### src/rtl/video_timing_pkg.sv
// Shared video timing constants and lock FSM encoding for the hvsync generator/decoder pair.
package video_timing_pkg;

    localparam int unsigned H_DISPLAY    = 256;
    localparam int unsigned H_TOTAL      = 309;
    localparam int unsigned V_DISPLAY    = 240;
    localparam int unsigned V_TOTAL      = 262;
    localparam int unsigned SYNC_TIMEOUT = 2 * H_TOTAL;

    typedef enum logic [1:0] {
        StSearch = 2'd0,
        StTrack  = 2'd1,
        StLocked = 2'd2
    } lock_state_e;

endpackage

### src/rtl/sync_period_timer.sv
// Rising-edge detector plus period measurement and loss-of-sync timeout for one sync input.
module sync_period_timer #(
    parameter int unsigned TOTAL   = video_timing_pkg::H_TOTAL,
    parameter int unsigned TIMEOUT = video_timing_pkg::SYNC_TIMEOUT
) (
    input  logic       clk,
    input  logic       reset,
    input  logic       sync,
    output logic       rise,
    output logic [9:0] period,
    output logic       period_ok,
    output logic       timeout
);

    logic       sync_q;
    logic       valid_q, valid_d;
    logic [9:0] cnt_q, cnt_d;

    assign rise      = sync & ~sync_q;
    assign period    = cnt_q + 10'd1;
    assign timeout   = ~rise & (cnt_q == 10'(TIMEOUT));
    // The first edge after reset/timeout has no reference, so it is never judged.
    assign period_ok = rise & valid_q & (period == 10'(TOTAL));

    always_comb begin
        cnt_d   = cnt_q;
        valid_d = valid_q;
        if (rise) begin
            cnt_d = '0;
        end else if (cnt_q != '1) begin
            cnt_d = cnt_q + 10'd1;
        end
        if (timeout) begin
            valid_d = 1'b0;
        end else if (rise) begin
            valid_d = 1'b1;
        end
    end

    always_ff @(posedge clk) begin
        if (!reset) begin
            sync_q  <= 1'b1;
            cnt_q   <= '0;
            valid_q <= 1'b0;
        end else begin
            sync_q  <= sync;
            cnt_q   <= cnt_d;
            valid_q <= valid_d;
        end
    end

endmodule

### src/rtl/hvsync_decoder.sv
// Recovers beam position from raw hsync/vsync and qualifies lock against the nominal line period.
module hvsync_decoder #(
    parameter int unsigned H_DISPLAY  = video_timing_pkg::H_DISPLAY,
    parameter int unsigned H_TOTAL    = video_timing_pkg::H_TOTAL,
    parameter int unsigned V_DISPLAY  = video_timing_pkg::V_DISPLAY,
    parameter int unsigned V_TOTAL    = video_timing_pkg::V_TOTAL,
    parameter int unsigned HS_LOAD    = 264,
    parameter int unsigned VS_LOAD    = 254,
    parameter int unsigned LOCK_LINES = 4
) (
    input  logic       clk,
    input  logic       reset,
    input  logic       hsync,
    input  logic       vsync,
    output logic [8:0] hpos,
    output logic [8:0] vpos,
    output logic       display_on,
    output logic       locked,
    output logic       frame_start,
    output logic       sync_err
);
    import video_timing_pkg::*;

    localparam int unsigned GoodW = $clog2(LOCK_LINES + 1);

    logic             hs_rise, hs_period_ok, hs_timeout;
    logic [9:0]       hs_period;
    logic             vs_q, vs_rise;
    logic             h_wrap;
    logic [8:0]       hpos_q, hpos_d, vpos_q, vpos_d, vpos_free;
    lock_state_e      state_q, state_d;
    logic [GoodW-1:0] good_q, good_d;
    logic             locked_d, err_d;
    logic             display_on_q, locked_q, frame_start_q, sync_err_q;

    sync_period_timer #(
        .TOTAL  (H_TOTAL),
        .TIMEOUT(2 * H_TOTAL)
    ) u_hs_timer (
        .clk      (clk),
        .reset    (reset),
        .sync     (hsync),
        .rise     (hs_rise),
        .period   (hs_period),
        .period_ok(hs_period_ok),
        .timeout  (hs_timeout)
    );

    assign vs_rise = vsync & ~vs_q;
    assign h_wrap  = (hpos_q == 9'(H_TOTAL - 1));

    always_comb begin
        vpos_free = vpos_q;
        if (h_wrap) begin
            vpos_free = (vpos_q == 9'(V_TOTAL - 1)) ? 9'd0 : vpos_q + 9'd1;
        end
        hpos_d = hs_rise ? 9'(HS_LOAD) : (h_wrap ? 9'd0 : hpos_q + 9'd1);
        vpos_d = vs_rise ? 9'(VS_LOAD) : vpos_free;
    end

    always_comb begin
        state_d = state_q;
        good_d  = good_q;
        err_d   = 1'b0;
        if (hs_timeout) begin
            state_d = StSearch;
            good_d  = '0;
            err_d   = (state_q == StLocked);
        end else begin
            unique case (state_q)
                StSearch: begin
                    if (hs_period_ok) begin
                        state_d = StTrack;
                        good_d  = GoodW'(1);
                    end
                end
                StTrack: begin
                    if (hs_period_ok) begin
                        if (good_q < GoodW'(LOCK_LINES)) good_d = good_q + GoodW'(1);
                    end else if (hs_rise) begin
                        state_d = StSearch;
                        good_d  = '0;
                    end
                    // Lock is judged on the line count already updated by this cycle's hsync.
                    if (vs_rise && state_d == StTrack && good_d >= GoodW'(LOCK_LINES)) begin
                        state_d = StLocked;
                    end
                end
                StLocked: begin
                    if ((hs_rise && hs_period != 10'(H_TOTAL)) ||
                        (vs_rise && vpos_free != 9'(VS_LOAD))) begin
                        state_d = StSearch;
                        good_d  = '0;
                        err_d   = 1'b1;
                    end
                end
                default: begin
                    state_d = StSearch;
                    good_d  = '0;
                end
            endcase
        end
        locked_d = (state_d == StLocked);
    end

    always_ff @(posedge clk) begin
        if (!reset) begin
            vs_q          <= 1'b1;
            hpos_q        <= '0;
            vpos_q        <= '0;
            state_q       <= StSearch;
            good_q        <= '0;
            display_on_q  <= 1'b0;
            locked_q      <= 1'b0;
            frame_start_q <= 1'b0;
            sync_err_q    <= 1'b0;
        end else begin
            vs_q          <= vsync;
            hpos_q        <= hpos_d;
            vpos_q        <= vpos_d;
            state_q       <= state_d;
            good_q        <= good_d;
            display_on_q  <= locked_d && (hpos_d < 9'(H_DISPLAY)) && (vpos_d < 9'(V_DISPLAY));
            locked_q      <= locked_d;
            frame_start_q <= locked_d && (hpos_d == 9'd0) && (vpos_d == 9'd0);
            sync_err_q    <= err_d;
        end
    end

    assign hpos        = hpos_q;
    assign vpos        = vpos_q;
    assign display_on  = display_on_q;
    assign locked      = locked_q;
    assign frame_start = frame_start_q;
    assign sync_err    = sync_err_q;

endmodule

### config.mk
export PLATFORM = sky130hd
export DESIGN_NAME = hvsync_decoder
export DESIGN_NICKNAME = d
export VERILOG_FILES = /design/src/rtl/video_timing_pkg.sv /design/src/rtl/sync_period_timer.sv /design/src/rtl/hvsync_decoder.sv
export SDC_FILE = /design/constraint.sdc
export NUM_CORES = 1
export LEC_CHECK = 0
export BUFFER_PORTS_ARGS = -buffer_cell sky130_fd_sc_hd__buf_4
export CORE_ASPECT_RATIO = 0.75
export CORE_MARGIN = 3
export CORE_UTILIZATION = 25
export DETAILED_ROUTE_END_ITERATION = 6
export PLACE_DENSITY = 0.53
export SLEW_MARGIN = 20
export SYNTH_ARGS = -nofsm -noshare
export SYNTH_HDL_FRONTEND = slang
export SYNTH_HIERARCHICAL = 1
export SYNTH_SLANG_ARGS = --single-unit
### constraint.sdc
create_clock -name clk -period 2.4 [get_ports clk]
set_input_delay 0.24 -clock clk [delete_from_list [all_inputs] [get_ports clk]]
set_output_delay 0.24 -clock clk [all_outputs]
set_load 0.02 [all_outputs]
Yosys cells after proc, flatten, opt, wreduce, memory -nomap -nowiden
Cells that the tools add are included.
{"block": "op_classes", "div": 0, "n_mux": 25, "reduce_logical": 15, "bitwise_logic": 9, "addsub": 4, "shifts": 0, "order_cmp": 4, "eq_ne": 13, "multipliers": 0}
{"cell": "9-bit two-way mux", "n": 5}
{"cell": "3-bit two-way mux", "n": 7}
{"cell": "9-bit by 1-bit adder with 9-bit output (second input constant)", "n": 2}
{"cell": "9-bit equality test (second input constant)", "n": 2}
{"cell": "9-bit logical NOT", "n": 2}
{"cell": "2-bit two-way mux", "n": 8}
{"cell": "10-bit by 1-bit adder with 10-bit output (second input constant)", "n": 1}
{"cell": "10-bit equality test (second input constant)", "n": 1}
{"cell": "10-bit by 9-bit equality test with 1-bit output (second input constant)", "n": 1}
{"cell": "10-bit != test (second input constant)", "n": 1}
{"cell": "10-bit by 9-bit != test with 1-bit output (second input constant)", "n": 1}
{"cell": "9-bit by 8-bit less-than comparator with 1-bit output (second input constant)", "n": 1}
{"cell": "9-bit less-than comparator (second input constant)", "n": 1}
{"cell": "9-bit by 8-bit != test with 1-bit output (second input constant)", "n": 1}
{"cell": "3-bit one-hot mux with 3 select lines", "n": 1}
{"cell": "1-bit logical AND", "n": 8}
{"cell": "2-bit one-hot mux with 3 select lines", "n": 1}
{"cell": "1-bit bitwise AND", "n": 5}
{"cell": "2-bit by 1-bit equality test with 1-bit output (second input constant)", "n": 2}
{"cell": "2-bit equality test (second input constant)", "n": 2}
{"cell": "1-bit inverter", "n": 4}
{"cell": "2-bit OR reduction", "n": 2}
{"cell": "3-bit by 1-bit adder with 3-bit output (second input constant)", "n": 1}
{"cell": "3-bit greater-or-equal comparator (second input constant)", "n": 1}
{"cell": "7 further kinds", "n": 9}
{"block": "word_totals", "register_bits": 40, "romBits": 0, "word_cells": 82, "latchBits": 0, "ramBits": 0, "mem_count": 0, "out_inout_bits": 22}

Longest topological paths before layout
{"block": "logic_depth", "word_depth": 16, "ltp_mapped": 13, "depth_no_buf": 12}

By module
The synthesis kept the hierarchy.
{"mod": "hvsync_decoder", "cells_each": 191, "n_inst": 1, "area_each_um2": 1589.0}
{"mod": "sync_period_timer", "cells_each": 80, "n_inst": 1, "area_each_um2": 658.1}

Worst setup path before layout
No wires, ideal clock.
{"block": "synth_path", "path_type": "reg2reg", "from": "register hpos_q[2] (netlist: hpos[2])", "to": "register display_on_q (netlist: display_on)", "setup_slack_ps": -124, "stages_incl_launch_ff": 10, "arrival_time_ps": 2436, "setup_ps": 88, "required_time_ps": 2312, "cell_sequence": "dfxtp_1 -> buf_2 -> or4b_1 -> buf_2 -> nor4_2 -> xnor2_1 -> nor4b_4 -> a31o_4 -> a21boi_2 -> nor4_2"}
{"block": "synth_between", "elab_chain_cells": 11, "elab_cells_between_ends": 17, "classes_between": "1 x add/sub; 2 x order compare; 3 x eq/ne; 7 x mux; 4 x reduce/logical"}
{"item": "from (decl)", "line_no": "hvsync_decoder.sv:30", "text": "logic [8:0] hpos_q, hpos_d, vpos_q, vpos_d, vpos_free;"}
{"item": "from (signal assigned)", "line_no": "hvsync_decoder.sv:119", "text": "hpos_q <= hpos_d;"}
{"item": "parallel branches: the longest is 10 deep, another holds 9-bit by 1-bit adder with 9-bit output"}
{"item": "1-bit logical AND (*)", "line_no": "hvsync_decoder.sv:123", "text": "display_on_q <= locked_d && (hpos_d < 9'(H_DISPLAY)) && (vpos_d < 9'(V_DISPLAY));"}
{"item": "to (signal assigned)", "line_no": "hvsync_decoder.sv:123"}
{"item": "to (decl)", "line_no": "hvsync_decoder.sv:34", "text": "logic display_on_q, locked_q, frame_start_q, sync_err_q;"}
Mark *: on every way between the ends.
A chain may end at the register's enable or synchronous reset.

Final worst setup path
{"block": "layout_path", "from": "register hpos_q[3] (netlist: hpos[3])", "to": "register locked_q (netlist: locked)"}
{"block": "layout_between", "elab_chain_cells": 9}
{"item": "9-bit equality test", "line_no": "hvsync_decoder.sv:50", "text": "assign h_wrap = (hpos_q == 9'(H_TOTAL - 1));"}
{"item": "9-bit two-way mux", "line_no": "hvsync_decoder.sv:54", "text": "if (h_wrap) begin"}
{"item": "9-bit by 8-bit != test with 1-bit output", "line_no": "hvsync_decoder.sv:91", "text": "(vs_rise && vpos_free != 9'(VS_LOAD))) begin"}
{"item": "1-bit logical AND", "line_no": "hvsync_decoder.sv:91"}
{"item": "1-bit logical OR", "line_no": "hvsync_decoder.sv:90", "text": "if ((hs_rise && hs_period != 10'(H_TOTAL)) ||"}
{"item": "2-bit two-way mux", "line_no": "hvsync_decoder.sv:90"}
{"item": "2-bit one-hot mux with 3 select lines", "line_no": "hvsync_decoder.sv:70", "text": "unique case (state_q)"}
{"item": "2-bit two-way mux", "line_no": "hvsync_decoder.sv:65", "text": "if (hs_timeout) begin"}
{"item": "2-bit equality test", "line_no": "hvsync_decoder.sv:103", "text": "locked_d = (state_d == StLocked);"}
{"item": "to (signal assigned)", "line_no": "hvsync_decoder.sv:124", "text": "locked_q <= locked_d;"}
{"item": "to (decl)", "line_no": "hvsync_decoder.sv:34"}
No other way between the ends.

==> impl_metrics.json <==
{
  "synthesis.nets": 283,
  "internal_power_mw": 1.15,
  "critPathLaunch": "hpos[3]",
  "layout.cells.most_common": "sky130_fd_sc_hd__buf_4",
  "io_buffers": 25,
  "drt_pass1_iterations": 4,
  "maximum_number_of_pins_on_one_net_before_global_route_repair": 21,
  "hold_buf_count_cts": 0,
  "power.ir.vdd_worst_uv": 209,
  "die_w_um": 115,
  "gp_congestion": 0.917,
  "tightestPinTransition_ns": 0.645,
  "detail_placement_hpwl_um": 4610,
  "design.core.area_um2": 8600,
  "relative_contribution_of_combinational_cells_to_total_power_pct": 12.5,
  "fp-row-count": 29,
  "dr_total_vias": 2157,
  "track_usage_pct": 12.7,
  "layout-drive-gt1-share_pct": 30.3,
  "cp_endpoint_kind": "flip-flop",
  "post_synth_num_cell_types": 49,
  "cellLeakagePower_nw": 1.27,
  "area.growth.synth_to_final_pct": 36.9,
  "reg2reg_depth": 8,
  "final-setup-viol-count": 0,
  "drtIter0Drc": 116,
  "pwr_per_cell_area_nw_per_um2": 500,
  "cell_area_synth_um2": 2250,
  "setup.reg_to_reg.worst_slack_ns": 0.08,
  "cap_viol_max_count": 0,
  "clockRootBuffer": "sky130_fd_sc_hd__clkbuf_16",
  "synthCells": 271,
  "critical_path.endpoint": "locked",
  "tritoncts_num_sinks": 40,
  "ys_ff_latch": 40,
  "insertion_delay_ns": 0.29,
  "power_switching_share_pct": 25.2,
  "numCtsBuffers": 5,
  "synth_top_cells_by_area": "sky130_fd_sc_hd__dfxtp_1 (36%), sky130_fd_sc_hd__ha_1 (4.5%), sky130_fd_sc_hd__xnor2_1 (4.3%), sky130_fd_sc_hd__nor2_1 (4.0%), sky130_fd_sc_hd__nand2_1 (3.8%)",
  "holdCritPathClass": "input pin to flip-flop",
  "critPathArrivalTime_ns": 2.55,
  "tritoncts": "yes",
  "seq_power_share_pct": 45.7,
  "required_time_at_the_worst_slack_endpoint_ns": 2.63,
  "drt-total-wl_um": 6180,
  "report.final.hold_viol_count": 0,
  "route.detailed.drc": 0,
  "final_clock_period_utilization_by_the_worst_path_pct": 96.6,
  "drtAntennaViolNets": 0,
  "synth_sequential_area_ratio_pct": 35.6,
  "synthArstFlopShare_pct": 0,
  "cts-root-to-sink-buffers": 2,
  "power_frac_clock_pct": 41.8,
  "timing.final.crit_period_ns": 2.32,
  "ys.warnings.count": 6,
  "diodes": 0,
  "start_util_pct": 26.1,
  "relSlewSlack_pct": 56.4,
  "syn-mean-instance-area_um2": 8.29,
  "path_clk_slew_ns": 0.06,
  "run_status": "complete, no violations",
  "dominantRegCellSynth": "sky130_fd_sc_hd__dfxtp_1",
  "average_vias_per_placed_instance": 4.89,
  "design.die.area_um2": 10200,
  "die-height_um": 88.1,
  "max_freq_mhz": 431,
  "timing.setup.tns_ns": 0,
  "r2r_end": "locked",
  "remaining_overflow_grt": 0,
  "synth_largest_type_area_fraction_pct": 35.6,
  "power_mw": 1.54,
  "worstPathMaxFanout": 6,
  "most-common-layout-cells": "sky130_fd_sc_hd__buf_4 (60), sky130_fd_sc_hd__dfxtp_1 (32), sky130_fd_sc_hd__nor2_1 (23), sky130_fd_sc_hd__nand2_1 (23), sky130_fd_sc_hd__inv_1 (19)",
  "skew_ns": 0.00745,
  "antenna_found_initial": 0,
  "report.final.slew_viol_count": 0,
  "switchingPower_mw": 0.388,
  "first_global_vias": 2018,
  "edff_count_synth": 0,
  "grt_first_pass_wirelength_um": 10100,
  "cts-htree-levels": 2,
  "critical_path.reg2reg.startpoint": "hpos[3]",
  "worst_setup_path_start_kind": "flip-flop",
  "post-synth-top-area-cell": "sky130_fd_sc_hd__dfxtp_1",
  "criticalPathCategory": "flip-flop to flip-flop",
  "ios": 26,
  "final_nets": 345,
  "route.detailed.wl_per_inst_um": 14.0
}
-- sequential cells by signal, indices dropped and copies added (netlist names) --
name	flops
u_hs_timer/cnt_q	10
display_on	1
frame_start	1
hpos	9
good_q	3
locked	1
sync_err	1
vpos	9
u_hs_timer/valid_q	1
vs_q	1
state_q	2
u_hs_timer/sync_q	1
-- how the worst min path moves through the flow --
stage	cells past startpoint	start	to	slack, ns
6_report	2	hsync	u_hs_timer/sync_q	0.15
5_1_grt	2	hsync	u_hs_timer/sync_q	0.16
4_1_cts	2	hsync	u_hs_timer/sync_q	0.14
3_5_place_dp	2	hsync	u_hs_timer/sync_q	0.44
3_3_place_gp	2	hsync	u_hs_timer/sync_q	0.44
2_1_floorplan	1	reset	u_hs_timer/sync_q	0.31
-- per-stage QoR --
step | instances | utilization [%] | setup WS, ns | instance area, um2 | hold slack [ns]
5_1_grt | 441 | 35.8 | -0.0732 | 3080 | 0.159
4_1_cts | 436 | 34.2 | -0.0294 | 2940 | 0.143
2_1_floorplan | 271 | - | 0.00194 | 2260 | 0.313
3_3_place_gp | 429 | 32.5 | -0.0207 | 2790 | 0.436
6_report | 441 | 35.8 | 0.0815 | 3080 | 0.147
3_5_place_dp | 429 | 32.5 | -0.0293 | 2790 | 0.438
-- power by group through the flow --
stage               combinational [mW]  sequential (mW)  clock [mW]
floorplan                       0.0823            0.732           0
global placement                 0.177            0.714           0
detailed placement               0.176            0.714           0
CTS                              0.179            0.699       0.659
global route                     0.212            0.705       0.686
finish                           0.193            0.703       0.643
-- critical path: stages (launching register included) --
cell                       delay (ns)
sky130_fd_sc_hd__dfxtp_2         0.32
sky130_fd_sc_hd__or4b_4          0.59
sky130_fd_sc_hd__nor4_2          0.40
sky130_fd_sc_hd__xnor2_2         0.15
sky130_fd_sc_hd__nor4b_4         0.33
sky130_fd_sc_hd__a31o_4          0.24
sky130_fd_sc_hd__a21boi_4        0.07
sky130_fd_sc_hd__buf_4           0.14
sky130_fd_sc_hd__inv_1           0.04
-- synthesized netlist by cell type, types with 3 or more instances --
cell / number
sky130_fd_sc_hd__nor2b_1: 5
sky130_fd_sc_hd__nor4_2: 4
sky130_fd_sc_hd__and2_1: 4
sky130_fd_sc_hd__buf_2: 4
sky130_fd_sc_hd__o21ai_0: 8
sky130_fd_sc_hd__ha_1: 8
sky130_fd_sc_hd__nand2b_1: 6
sky130_fd_sc_hd__xnor2_1: 11
sky130_fd_sc_hd__clkbuf_1: 4
sky130_fd_sc_hd__dfxtp_1: 40
sky130_fd_sc_hd__nand4_1: 7
sky130_fd_sc_hd__nor2_1: 24
sky130_fd_sc_hd__xor2_1: 8
sky130_fd_sc_hd__and3_1: 5
sky130_fd_sc_hd__a21boi_0: 5
sky130_fd_sc_hd__nor3_1: 8
sky130_fd_sc_hd__nor4_1: 3
sky130_fd_sc_hd__nand2_1: 23
sky130_fd_sc_hd__a21oi_1: 13
sky130_fd_sc_hd__inv_1: 20
sky130_fd_sc_hd__or3_1: 4
sky130_fd_sc_hd__a31oi_1: 6
sky130_fd_sc_hd__nand3_1: 15
-- cells by family after synthesis --
| group | Yosys count | share of synthesized area, % |
|---|---|---|
| and+or+nand+nor | 123 | 31.3 |
| muxes | 2 | 0.947 |
| adders and majority gates | 8 | 4.45 |
| AOI/OAI and AO/OA | 51 | 15.3 |
| DFF | 40 | 35.6 |
| buffers and inverters | 28 | 4.90 |
| xor gates and xnor gates | 19 | 7.41 |
-- per-layer routing --
metal	GRT usage [%]	routed length, um	vias up
met1	19.5	3120	996
li1	-	-	1089
met4	3.62	59	0
met3	3.45	505	8
met2	16.9	2490	64
met5	0	0	-
-- what timing repair did --
action                                 CTS  global route
pin swaps                                0            10
endpoints found under the hold margin    0             0
setup endpoints to repair                5             7
setup buffers                            0             5
gates resized for setup                  3            23
-- cell type report --
type                    instances  area (um2)
clock buffers                   6         129
clock inverters                 1        5.00
fillers                       861        5520
inverters                      20        75.1
multi-input cells             203        1440
flip-flops and latches         40         811
well taps                     108         135
repair buffers                 63         484
Note: power is estimated with default switching activity, not from simulation.
